--- config.mk ---
export PLATFORM = sky130hd
export DESIGN_NAME = regfile_write_arbiter
export DESIGN_NICKNAME = d
export VERILOG_FILES = /design/src/rtl/regfile_write_arbiter_pkg.sv /design/src/rtl/regfile_write_arbiter_fifo.sv /design/src/rtl/regfile_write_arbiter.sv
export SDC_FILE = /design/constraint.sdc
export NUM_CORES = 1
export LEC_CHECK = 0
export BUFFER_PORTS_ARGS = -buffer_cell sky130_fd_sc_hd__buf_2
export CAP_MARGIN = 40
export CORE_MARGIN = 4
export CORE_UTILIZATION = 58
export DETAILED_ROUTE_END_ITERATION = 10
export PLACE_DENSITY = 0.9
export SYNTH_ARGS = -nofsm -noshare
export SYNTH_HDL_FRONTEND = slang
export SYNTH_HIERARCHICAL = 1
export SYNTH_SLANG_ARGS = --single-unit
--- constraint.sdc ---
create_clock -name clk -period 7.1 [get_ports clk]
set_input_delay 1.775 -clock clk [delete_from_list [all_inputs] [get_ports clk]]
set_output_delay 1.775 -clock clk [all_outputs]
set_load 0.03 [all_outputs]
--- src/rtl/regfile_write_arbiter_pkg.sv ---
// Shared widths, source tags, parameter defaults and the write payload type
// for the register-file write arbiter.
package regfile_write_arbiter_pkg;

   localparam int unsigned RegNumWidth = 5;
   localparam int unsigned DataWidth   = 32;
   localparam int unsigned NumRegs     = 32;

   // Source tag carried alongside a write when tracing is enabled
   localparam logic SRC_WB  = 1'b0;
   localparam logic SRC_MDU = 1'b1;

   localparam int unsigned FIFO_DEPTH_DEFAULT   = 2;
   localparam int unsigned STARVE_LIMIT_DEFAULT = 4;

   typedef struct packed {
      logic [RegNumWidth-1:0] num;
      logic [DataWidth-1:0]   data;
   } rf_wr_t;

endpackage

--- src/rtl/regfile_write_arbiter_fifo.sv ---
// regarb_fifo: synchronous FIFO buffering MDU results ({num, data}) until
// they win the register-file write port. DEPTH must be a power of two so
// the pointers wrap naturally.
module regarb_fifo
   import regfile_write_arbiter_pkg::*;
#(
   parameter int unsigned DEPTH = FIFO_DEPTH_DEFAULT,
   localparam int unsigned PtrW = $clog2(DEPTH),
   localparam int unsigned CntW = $clog2(DEPTH) + 1
) (
   input  logic            clk,
   input  logic            reset,
   input  logic            push,
   input  rf_wr_t          push_entry,
   input  logic            pop,
   output rf_wr_t          head,
   output logic [CntW-1:0] count,
   output logic            full,
   output logic            empty
);

   logic [PtrW-1:0] wr_ptr_q, wr_ptr_d;
   logic [PtrW-1:0] rd_ptr_q, rd_ptr_d;
   logic [CntW-1:0] count_q, count_d;
   rf_wr_t          mem_q [DEPTH];
   rf_wr_t          mem_d [DEPTH];
   logic            do_push;
   logic            do_pop;

   assign full    = (count_q == CntW'(DEPTH));
   assign empty   = (count_q == '0);
   assign count   = count_q;
   assign head    = mem_q[rd_ptr_q];
   assign do_push = push && !full;
   assign do_pop  = pop && !empty;

   // Next pointers, occupancy and storage contents
   always_comb begin
      wr_ptr_d = wr_ptr_q;
      rd_ptr_d = rd_ptr_q;
      count_d  = count_q;
      mem_d    = mem_q;
      if (do_push) begin
         mem_d[wr_ptr_q] = push_entry;
         wr_ptr_d        = wr_ptr_q + PtrW'(1);
      end
      if (do_pop) begin
         rd_ptr_d = rd_ptr_q + PtrW'(1);
      end
      if (do_push && !do_pop) begin
         count_d = count_q + CntW'(1);
      end else if (do_pop && !do_push) begin
         count_d = count_q - CntW'(1);
      end
   end

   // Control state; reset empties the FIFO
   always_ff @(posedge clk) begin
      if (reset) begin
         wr_ptr_q <= '0;
         rd_ptr_q <= '0;
         count_q  <= '0;
      end else begin
         wr_ptr_q <= wr_ptr_d;
         rd_ptr_q <= rd_ptr_d;
         count_q  <= count_d;
      end
   end

   // Storage needs no reset: entries are only read while counted valid
   always_ff @(posedge clk) begin
      mem_q <= mem_d;
   end

endmodule

--- src/rtl/regfile_write_arbiter.sv ---
// regfile_write_arbiter: owns the register file's single write port, sharing
// it between the WB stage and buffered MDU results, with a starvation guard
// for the MDU side and a per-register busy scoreboard for decode hazards.
// Optional trace output: define REGARB_TRACE_EN.
module regfile_write_arbiter
   import regfile_write_arbiter_pkg::*;
#(
   parameter int unsigned FIFO_DEPTH   = FIFO_DEPTH_DEFAULT,
   parameter int unsigned STARVE_LIMIT = STARVE_LIMIT_DEFAULT
) (
   input  logic                   clk,
   input  logic                   reset,
   input  logic                   wbValid,
   input  logic [RegNumWidth-1:0] wbNum,
   input  logic [DataWidth-1:0]   wbData,
   output logic                   wbStall,
   input  logic                   mduIssue,
   input  logic [RegNumWidth-1:0] mduIssueNum,
   input  logic                   mduValid,
   output logic                   mduReady,
   input  logic [RegNumWidth-1:0] mduNum,
   input  logic [DataWidth-1:0]   mduData,
   input  logic [RegNumWidth-1:0] regNum0,
   input  logic [RegNumWidth-1:0] regNum1,
   output logic                   hazard0,
   output logic                   hazard1,
   output logic                   regWriteEnable,
   output logic [RegNumWidth-1:0] regWriteNum,
   output logic [DataWidth-1:0]   regWriteData,
   output logic [NumRegs-1:0]     busyVec
);

   localparam int unsigned CntW    = $clog2(FIFO_DEPTH) + 1;
   localparam int unsigned StarveW = $clog2(STARVE_LIMIT + 1);

   rf_wr_t          fifo_head;
   logic [CntW-1:0] fifo_count;
   logic            fifo_full;
   logic            fifo_empty;
   logic            fifo_push;
   logic            grant_wb;
   logic            grant_fifo;
   logic            starved;
   logic            wb_req;

   logic [StarveW-1:0]     starve_q, starve_d;
   logic [NumRegs-1:0]     busy_q, busy_d;
   logic                   reg_write_enable_q, reg_write_enable_d;
   logic [RegNumWidth-1:0] reg_write_num_q, reg_write_num_d;
   logic [DataWidth-1:0]   reg_write_data_q, reg_write_data_d;

   // MDU results to x0 complete the handshake but are never buffered
   assign mduReady  = (fifo_count < CntW'(FIFO_DEPTH));
   assign fifo_push = mduValid && !fifo_full && (mduNum != '0);
   assign wb_req    = wbValid && (wbNum != '0);
   assign starved   = (starve_q == StarveW'(STARVE_LIMIT)) && !fifo_empty;

   regarb_fifo #(
      .DEPTH (FIFO_DEPTH)
   ) u_fifo (
      .clk        (clk),
      .reset      (reset),
      .push       (fifo_push),
      .push_entry ('{num: mduNum, data: mduData}),
      .pop        (grant_fifo),
      .head       (fifo_head),
      .count      (fifo_count),
      .full       (fifo_full),
      .empty      (fifo_empty)
   );

   // Port arbitration: starved FIFO head, then WB, then FIFO head
   always_comb begin
      grant_wb   = 1'b0;
      grant_fifo = 1'b0;
      wbStall    = 1'b0;
      if (starved) begin
         grant_fifo = 1'b1;
         wbStall    = 1'b1;
      end else if (wb_req) begin
         grant_wb = 1'b1;
      end else if (!fifo_empty) begin
         grant_fifo = 1'b1;
      end
   end

   // Starvation counter, next write-port value and scoreboard update
   always_comb begin
      starve_d           = starve_q;
      busy_d             = busy_q;
      reg_write_enable_d = grant_wb || grant_fifo;
      reg_write_num_d    = reg_write_num_q;
      reg_write_data_d   = reg_write_data_q;

      if (fifo_empty || grant_fifo) begin
         starve_d = '0;
      end else if (grant_wb && (starve_q < StarveW'(STARVE_LIMIT))) begin
         starve_d = starve_q + StarveW'(1);
      end

      if (grant_fifo) begin
         reg_write_num_d  = fifo_head.num;
         reg_write_data_d = fifo_head.data;
      end else if (grant_wb) begin
         reg_write_num_d  = wbNum;
         reg_write_data_d = wbData;
      end

      // Set after clear so a same-cycle issue to the same register wins
      if (grant_fifo) begin
         busy_d[fifo_head.num] = 1'b0;
      end
      if (mduIssue && (mduIssueNum != '0)) begin
         busy_d[mduIssueNum] = 1'b1;
      end
      busy_d[0] = 1'b0;
   end

   // Hazards follow the scoreboard's next value so they drop in the grant cycle
   assign hazard0        = busy_d[regNum0];
   assign hazard1        = busy_d[regNum1];
   assign busyVec        = busy_q;
   assign regWriteEnable = reg_write_enable_q;
   assign regWriteNum    = reg_write_num_q;
   assign regWriteData   = reg_write_data_q;

   // State registers with synchronous reset
   always_ff @(posedge clk) begin
      if (reset) begin
         starve_q           <= '0;
         busy_q             <= '0;
         reg_write_enable_q <= 1'b0;
         reg_write_num_q    <= '0;
         reg_write_data_q   <= '0;
      end else begin
         starve_q           <= starve_d;
         busy_q             <= busy_d;
         reg_write_enable_q <= reg_write_enable_d;
         reg_write_num_q    <= reg_write_num_d;
         reg_write_data_q   <= reg_write_data_d;
      end
   end

`ifdef REGARB_TRACE_EN
   logic src_q, src_d;

   // Remember which side produced the write now on the port
   always_comb begin
      src_d = grant_fifo ? SRC_MDU : SRC_WB;
   end

   // Source tag register, aligned with the write-port registers
   always_ff @(posedge clk) begin
      if (reset) begin
         src_q <= SRC_WB;
      end else begin
         src_q <= src_d;
      end
   end

   // Trace each committed write and each forced WB stall
   always_ff @(posedge clk) begin
      if (!reset && reg_write_enable_q) begin
         $display("regarb: src=%s x%0d = %h", (src_q == SRC_MDU) ? "MDU" : "WB",
                  reg_write_num_q, reg_write_data_q);
      end
      if (!reset && wbStall) begin
         $display("regarb: starve");
      end
   end
`endif

endmodule

==> flow_metrics.tcl, run 1 <==
set metrics [dict create \
    dpl.hpwl_mm 13.7 \
    synth-compound-area-share_pct 14.9 \
    status "complete, no violations" \
    final_nets 882 \
    cts_sinks 150 \
    reg2reg_to "busyVec[14]" \
    drv_cap 0 \
    ir_worst_vdd_mv 0.316 \
    clockBufferDepth 2 \
    synth_fp_nets 735 \
    power_density_mw_per_mm2 335 \
    arrival_ns 4.57 \
    synthSimpleGateAreaFrac_pct 14.5 \
    layout_common_cells "166 x buf_2, 77 x nor2_1, 75 x dfxtp_1, 74 x edfxtp_1, 45 x a211oi_1" \
    post_cts_buffers 0 \
    path_clk_slew_ns 0.06 \
    root_buffer "clkbuf_16" \
    worstReg2RegStart "u_fifo/rd_ptr_q" \
    postLayoutSetupSlackWorst_ns 0.755 \
    synth_xor_area_share_pct 0.500 \
    grt_max_degree 75 \
    synth_edf_count 74 \
    postPlaceCellArea_mm2 0.00791 \
    grt_usage_pct 29.0 \
    rrSetupSlack_ns 4.35 \
    place.port_buffers 166 \
    hold_viol 0 \
    antenna_left 0 \
    maxSlewViolCount 0 \
    max_slew_margin_pct 32.8 \
    min_from "u_fifo/wr_ptr_q" \
    hold_path.class "reg2reg" \
    syn_inst 638 \
    viasPerCell 6.31 \
    final_common_cell "buf_2" \
    drt_iter0_markers 714 \
    ctsResizeCount 0 \
    post-route-min-period_ns 6.35 \
    antenna_found_initial 0 \
    syn_avg_cell_area_um2 11.0 \
    power.total_mw 2.88 \
    crit_path_end_kind "output port" \
    drtPass1Iterations 5 \
    synth_area_mm2 0.00701 \
    routedWlPerCell_um 21.8 \
    yosys_warnings 6 \
    finalCritPeriodShare_pct 89.4 \
    cts_tree "done" \
    synth_async_sr_flop_share_pct 0 \
    path_max_fanout 18 \
    grt_setup_unrepaired "no" \
    hold_depth 2 \
    grt_pass1_wl_mm 31.5 \
    drive_gt1_share_pct 33.5 \
    drcViolationCount 0 \
    worst_pin_slew_ns 1.00 \
    wirelength_mm 20.5 \
    yosysSeqAreaShare_pct 53.4 \
    synth_top_family_by_area "compound AO/OA/AOI/OAI gates" \
    r2r_cells 7 \
    synthAdderAreaFrac_pct 0.536 \
    dp_worst_setup_slack_ns 0.846 \
    rows 39 \
    hold_end "u_fifo/wr_ptr_q" \
    htreeDepth 4 \
    synth_top_area_share_pct 31.7 \
    grt.overflow.total 0 \
    synthMuxAreaShare_pct 12.5 \
    numCtsBuffers 17 \
    setup_viol 0 \
    yosys_most_used_dff "dfxtp_1" \
    yosys.area.top_type "edfxtp_1" \
    clkLatencyLatePin_ns 0.43 \
    area_delta_synth_final_pct 22.6 \
    design_area_mm2 0.00860 \
    synth_area_leaders "edfxtp_1 32%, dfxtp_1 22%, mux2i_1 6.3%" \
    startpoint_type "primary input" \
    power.leakage_nw 3.53 \
    synth_cell_types 57 \
    skew_ns 0.00671 \
    tns_ns 0 \
    timing.fmax_mhz 158 \
    die_y_um 118 \
    grt_pass1_vias 5845 \
    crit_required_ns 5.33 \
    ys_ff_latch 150 \
    diodes 0 \
    fp.dieW_um 118 \
    vias 5939 \
    initial_utilization_pct 60.4 \
    crit_type "in2out" \
    cts_hold_buf 0 \
    fillerInstances 755 \
    place_congestion 0.989 \
    ios 168 \
    core_mm2 0.0116 \
    die-area_mm2 0.0139 \
]
==> how the worst max path moves through the flow <==
| stage | start | to | slack, ns | depth (start not counted) |
|---|---|---|---|---|
| 4_1_cts | wbNum[1] | hazard1 | 0.84 | 10 |
| 3_5_place_dp | wbNum[1] | hazard1 | 0.85 | 10 |
| 6_report | wbNum[1] | hazard1 | 0.75 | 10 |
| 3_3_place_gp | wbNum[1] | hazard1 | 0.90 | 10 |
| 5_1_grt | wbNum[1] | hazard0 | 0.64 | 10 |
| 2_1_floorplan | mduIssueNum[3] | hazard1 | 1.29 | 9 |
==> cells in the mapped netlist (all sizes together), types with 10 or more instances <==
| master | number |
|---|---|
| nor2 | 78 |
| dfxtp | 76 |
| edfxtp | 74 |
| a211oi | 45 |
| mux2i | 44 |
| mux2 | 39 |
| clkbuf | 38 |
| a21oi | 35 |
| nand2 | 24 |
| nor2b | 21 |
| o21ai | 19 |
| nor3 | 13 |
| o31ai | 12 |
| inv | 10 |
==> stage by stage <==
| stage | std cells | util (%) | hold slack, ns |
|---|---|---|---|
| floorplan | 638 | - | 0.452 |
| global placement | 907 | 67.8 | 0.467 |
| detailed placement | 909 | 68.1 | 0.509 |
| CTS | 941 | 74.0 | 0.517 |
| global route | 941 | 74.0 | 0.538 |
| finish | 941 | 74.0 | 0.532 |
==> registers in the layout (all words and copies together), names as in the netlist <==
name             flops
u_fifo/wr_ptr_q      1
u_fifo/mem_q        74
u_fifo/count         2
regWriteData        32
starve_q             3
u_fifo/rd_ptr_q      1
regWriteNum          5
busyVec             31
regWriteEnable       1
==> layout make-up <==
| cell class | instances | area (um2) | share of cell area [%] |
|---|---|---|---|
| multi-input cells | 431 | 3030 | 35.2 |
| inverters | 10 | 37.5 | 0.437 |
| clock buffers | 19 | 443 | 5.15 |
| clock inverters | 13 | 240 | 2.79 |
| repair buffers | 175 | 923 | 10.7 |
| flip-flops and latches | 150 | 3740 | 43.6 |
| well taps | 143 | 179 | 2.08 |
==> kinds of logic after synthesis <==
family          count (synthesis)
xor+xnor                        4
other cells                     1
simple gates                  190
fa+ha+maj                       3
flops                         150
mux                            83
buf+inv                        57
compound gates                150
==> worst max-delay path: stages <==
cell and delay (ns):
buf_2 0.11, or4_4 0.53, o211a_1 0.50, o31a_1 0.44
o31ai_1 0.25, a31oi_1 0.07, a211oi_1 0.38, o31a_1 0.25
a221oi_2 0.07, buf_2 0.19
==> routing by layer <==
layer	global-route usage, %	wire (um)
met1	34.7	7690
met2	48.1	10100
met3	8.60	1910
met4	13.8	759
met5	0	0
==> power breakdown <==
group          switching (mW)  total (mW)  leakage, nW  internal, mW
sequential             0.0618        1.11         1.31          1.05
clock                   0.364        1.04        0.323         0.674
combinational           0.451       0.731         1.89         0.280
Power figures use the tool's default switching activity.
==> run 2: changes to the inputs <==
--- a/config.mk
+++ b/config.mk
@@ -8,9 +8,9 @@
 export BUFFER_PORTS_ARGS = -buffer_cell sky130_fd_sc_hd__buf_2
 export CAP_MARGIN = 40
 export CORE_MARGIN = 4
-export CORE_UTILIZATION = 58
+export CORE_UTILIZATION = 54
 export DETAILED_ROUTE_END_ITERATION = 10
-export PLACE_DENSITY = 0.9
+export PLACE_DENSITY = 0.85
 export SYNTH_ARGS = -nofsm -noshare
 export SYNTH_HDL_FRONTEND = slang
 export SYNTH_HIERARCHICAL = 1
==> constraint.sdc (replaced) <==
create_clock -name clk -period 6 [get_ports clk]
set_input_delay 1.5 -clock clk [delete_from_list [all_inputs] [get_ports clk]]
set_output_delay 1.5 -clock clk [all_outputs]
set_load 0.03 [all_outputs]
==> flow_metrics.tcl, run 2 (synthesis gave the netlist of run 1 again) <==
set metrics [dict create \
    maxSlewViolCount 0 \
    arrival_ns 4.28 \
    diodes 0 \
    wirelength_mm 19.9 \
    htreeDepth 4 \
    finalCritPeriodShare_pct 96.3 \
    cpMostUsedCell "buf_2" \
    clkLatencyLatePin_ns 0.43 \
    tns_ns 0 \
    cts_tree "done" \
    postLayoutSetupSlackWorst_ns 0.224 \
    ios 168 \
    dp_worst_setup_slack_ns 0.270 \
    antenna_left 0 \
    rows 41 \
    hold_depth 2 \
    numCtsBuffers 17 \
    die-area_mm2 0.0149 \
    startpoint_type "primary input" \
    hold_viol 0 \
    post_cts_buffers 0 \
    crit_path_cell_trace "buf_2, or4_4, o211a_1, or3_4, a21oi_2, o221ai_1, nor3_2, nor4b_4, a221oi_2, buf_2" \
    grt_pass1_wl_mm 30.7 \
    drv_cap 0 \
    vias 5843 \
    drcViolationCount 0 \
    skew_ns 0.0116 \
    ctsResizeCount 0 \
    fp.dieW_um 122 \
    clockBufferDepth 2 \
    ir_worst_vdd_mv 0.269 \
    initial_utilization_pct 55.3 \
    slowest_delay_ns 0.53 \
    grt_usage_pct 26.9 \
    hold_path.class "reg2reg" \
    crit_type "in2out" \
    setup_viol 0 \
    dpl.hpwl_mm 14.3 \
    power_density_mw_per_mm2 379 \
    viasPerCell 6.01 \
    grt_pass1_vias 5667 \
    area_delta_synth_final_pct 22.2 \
    place.port_buffers 166 \
    grt_setup_unrepaired "no" \
    core_mm2 0.0127 \
    regMostFlops "u_fifo/mem_q" \
    die_y_um 122 \
    drtPass1Iterations 7 \
    layout_common_cells "166 x buf_2, 77 x nor2_1, 75 x dfxtp_1, 74 x edfxtp_1, 45 x a211oi_1" \
    largest_register_ff_count 74 \
    crit_required_ns 4.50 \
    place_congestion 0.991 \
    timing.fmax_mhz 173 \
    grt.overflow.total 0 \
    status "complete, no violations" \
    cts_sinks 150 \
    drt_iter0_markers 529 \
    power.leakage_nw 3.52 \
    crit_path_end_kind "output port" \
    routedWlPerCell_um 20.5 \
    grt_max_degree 73 \
    r2r_cells 9 \
    path_clk_slew_ns 0.07 \
    cts_hold_buf 0 \
    antenna_found_initial 1 \
    post-route-min-period_ns 5.78 \
    drive_gt1_share_pct 33.8 \
    root_buffer "clkbuf_16" \
    worst_pin_slew_ns 0.730 \
    final_common_cell "buf_2" \
    final_nets 885 \
    max_slew_margin_pct 51.3 \
    power.total_mw 3.24 \
    crit_path_top_delay_cell "or4_4" \
    path_max_fanout 18 \
]
## run 2: cell types whose count changed in the layout (fill, tap and decap cells not counted), sizes merged
cell	delta
bufinv	-5
clkinv	+3
buf	+3
clkinvlp	-3
inv	+7
clkbuf	-2
## run 2: final timing paths
path          startpoint         endpoint  slack (ns)
max reg2reg  starve_q[0]  u_fifo/count[1]        3.32
max             wbNum[1]          hazard0        0.22
min          busyVec[19]      busyVec[19]        0.51
min reg2reg  busyVec[19]      busyVec[19]        0.51
## run 2: through the flow
step / instance area [um2] / hold slack [ns] / util [%] / instances
global placement: 7940 / 0.467 / 62.7 / 940
detailed placement: 7960 / 0.502 / 62.8 / 941
CTS: 8560 / 0.513 / 67.6 / 973
floorplan: 7010 / 0.452 / - / 638
global route: 8560 / 0.550 / 67.6 / 973
finish: 8560 / 0.513 / 67.6 / 973
## run 2: metal layers
layer	part of all wire, %	GRT usage, %	vias up	wire length (um)
met3	8.5	6.13	49	1700
met2	50	44.8	322	9870
met4	2.9	11.1	2	578
met5	0.055	0	-	11
met1	39	33.9	2787	7760
li1	-	-	2683	-
## run 2: where the power goes
part           leakage [nW]  switching (mW)  internal, mW  total (mW)
clock network         0.297           0.484         0.598        1.08
registers              1.31          0.0752          1.24        1.32
logic                  1.91           0.512         0.327       0.840
total                  3.52            1.07          2.17        3.24
## run 2: final cells by class
class                      instances  area (um2)
clock inverter                    15         178
timing repair buffer             178         933
tap                              172         215
multi-input combinational        431        3030
inverter                          10        37.5
fill                             951        4110
sequential                       150        3740
clock buffer                      17         425
## run 2: worst max-delay path: cells and delay by family
family	cells	cell delay [ns]
buf+inv	2	0.31
compound gates	4	0.93
simple gates	4	1.52
==> run 3: changes to the inputs <==
--- a/config.mk
+++ b/config.mk
@@ -7,8 +7,10 @@
 export LEC_CHECK = 0
 export BUFFER_PORTS_ARGS = -buffer_cell sky130_fd_sc_hd__buf_2
 export CAP_MARGIN = 40
+export CELL_PAD_IN_SITES_DETAIL_PLACEMENT = 0
+export CELL_PAD_IN_SITES_GLOBAL_PLACEMENT = 2
 export CORE_MARGIN = 4
-export CORE_UTILIZATION = 54
+export CORE_UTILIZATION = 34
 export DETAILED_ROUTE_END_ITERATION = 10
 export PLACE_DENSITY = 0.85
 export SYNTH_ARGS = -nofsm -noshare
==> flow_metrics.tcl, run 3 (synthesis gave the netlist of run 1 again) <==
set metrics [dict create \
    hold_path.class "reg2reg" \
    grt_setup_unrepaired "no" \
    viasPerCell 5.19 \
    worst_pin_slew_ns 0.750 \
    initial_utilization_pct 34.6 \
    rows 52 \
    gr-usage-met1_pct 22.6 \
    post_cts_buffers 0 \
    path_max_fanout 18 \
    timing.fmax_mhz 173 \
    die_y_um 152 \
    slowest_delay_ns 0.55 \
    hold_viol 0 \
    ir_worst_vdd_mv 0.281 \
    skew_ns 0.0103 \
    grt.overflow.total 0 \
    clkLatencyLatePin_ns 0.43 \
    clockBufferDepth 2 \
    grt_use_met3_pct 5.98 \
    power.leakage_nw 3.53 \
    fp.dieW_um 152 \
    crit_buf_inv 2 \
    dpl.hpwl_mm 14.5 \
    crit_path_top_delay_cell "or4_4" \
    postLayoutSetupSlackWorst_ns 0.226 \
    drtPass1Iterations 5 \
    placed_cells 1040 \
    antenna_left 0 \
    post-route-min-period_ns 5.77 \
    startpoint_type "primary input" \
    drv_cap 0 \
    crit_path_cell_trace "buf_2, or4_4, o211a_1, or3_4, a21oi_2, o221ai_1, nor3_2, nor4b_4, a221oi_2, buf_2" \
    drt_iter0_markers 366 \
    power_density_mw_per_mm2 371 \
    grt_use_met2_pct 29.2 \
    tns_ns 0 \
    grt_usage_pct 17.9 \
    grt_max_degree 75 \
    final_common_cell "buf_2" \
    crit_type "in2out" \
    core_mm2 0.0202 \
    regMostFlops "u_fifo/mem_q" \
    area_delta_synth_final_pct 24.4 \
    critPathTopFamily "simple AND/OR/NAND/NOR gates" \
    layout_common_cells "166 x buf_2, 77 x nor2_1, 75 x dfxtp_1, 74 x edfxtp_1, 45 x a211oi_1" \
    cts_hold_buf 0 \
    ios 168 \
    final_nets 886 \
    max_slew_margin_pct 50.0 \
    numCtsBuffers 17 \
    htreeDepth 4 \
    cts_tree "done" \
    die-area_mm2 0.0230 \
    place.port_buffers 166 \
    maxSlewViolCount 0 \
    grt_pass1_wl_mm 31.3 \
    arrival_ns 4.27 \
    fin_cells 1074 \
    cpMostUsedCell "buf_2" \
    design_area_mm2 0.00872 \
    crit_path_end_kind "output port" \
    wirelength_mm 20.6 \
    power.total_mw 3.24 \
    cts_sinks 150 \
    grt_pass1_vias 5558 \
    path_clk_slew_ns 0.07 \
    grt-busiest-layer "met2" \
    whs_ns 0.493 \
    utilization_pct 43.1 \
    dp_worst_setup_slack_ns 0.213 \
    drcViolationCount 0 \
    fillerInstances 1956 \
    status "complete, no violations" \
    ctsResizeCount 0 \
    finalCritPeriodShare_pct 96.2 \
    crit_required_ns 4.50 \
    vias 5575 \
    drive_gt1_share_pct 33.9 \
    routedWlPerCell_um 19.2 \
    largest_register_ff_count 74 \
    setup_viol 0 \
    antenna_found_initial 3 \
    root_buffer "clkbuf_16" \
    postPlaceCellArea_mm2 0.00809 \
    place_congestion 0.867 \
]
-- run 3: final cells by class --
cell class | instances | area [um2] | area share (%)
Clock inverter | 15 | 201 | 2.31
Tap cell | 270 | 338 | 3.87
Sequential cell | 150 | 3740 | 42.9
Clock buffer | 17 | 425 | 4.88
Antenna cell | 2 | 5.00 | 0.0574
Timing Repair Buffer | 179 | 941 | 10.8
Multi-Input combinational cell | 431 | 3030 | 34.7
Inverter | 10 | 37.5 | 0.430
-- run 3: power by group --
group          internal (mW)  total (mW)  switching, mW
clock network          0.570        1.09          0.521
registers               1.24        1.31         0.0679
logic                  0.328       0.838          0.510
-- run 3: final timing paths --
path	startpoint	end	slack (ns)	cells after the start
worst max-delay path	wbNum[1]	hazard1	0.23	10
worst min-delay path	u_fifo/wr_ptr_q	u_fifo/wr_ptr_q	0.49	2
worst max register to register	u_fifo/rd_ptr_q	busyVec[12]	3.30	6
worst min register to register	u_fifo/wr_ptr_q	u_fifo/wr_ptr_q	0.49	2
-- run 3: routing by layer --
layer	vias to the layer above	routed length, um
li1	2697	-
met1	2663	8820
met2	183	9840
met3	28	1540
met4	4	357
met5	-	21
-- run 3: worst register-to-register path: cells and delay by family, from the launching register on --
kind	cells	cell delay [ns]
simple gates	3	1.02
flops	1	0.70
mux	1	0.47
compound gates	2	0.39
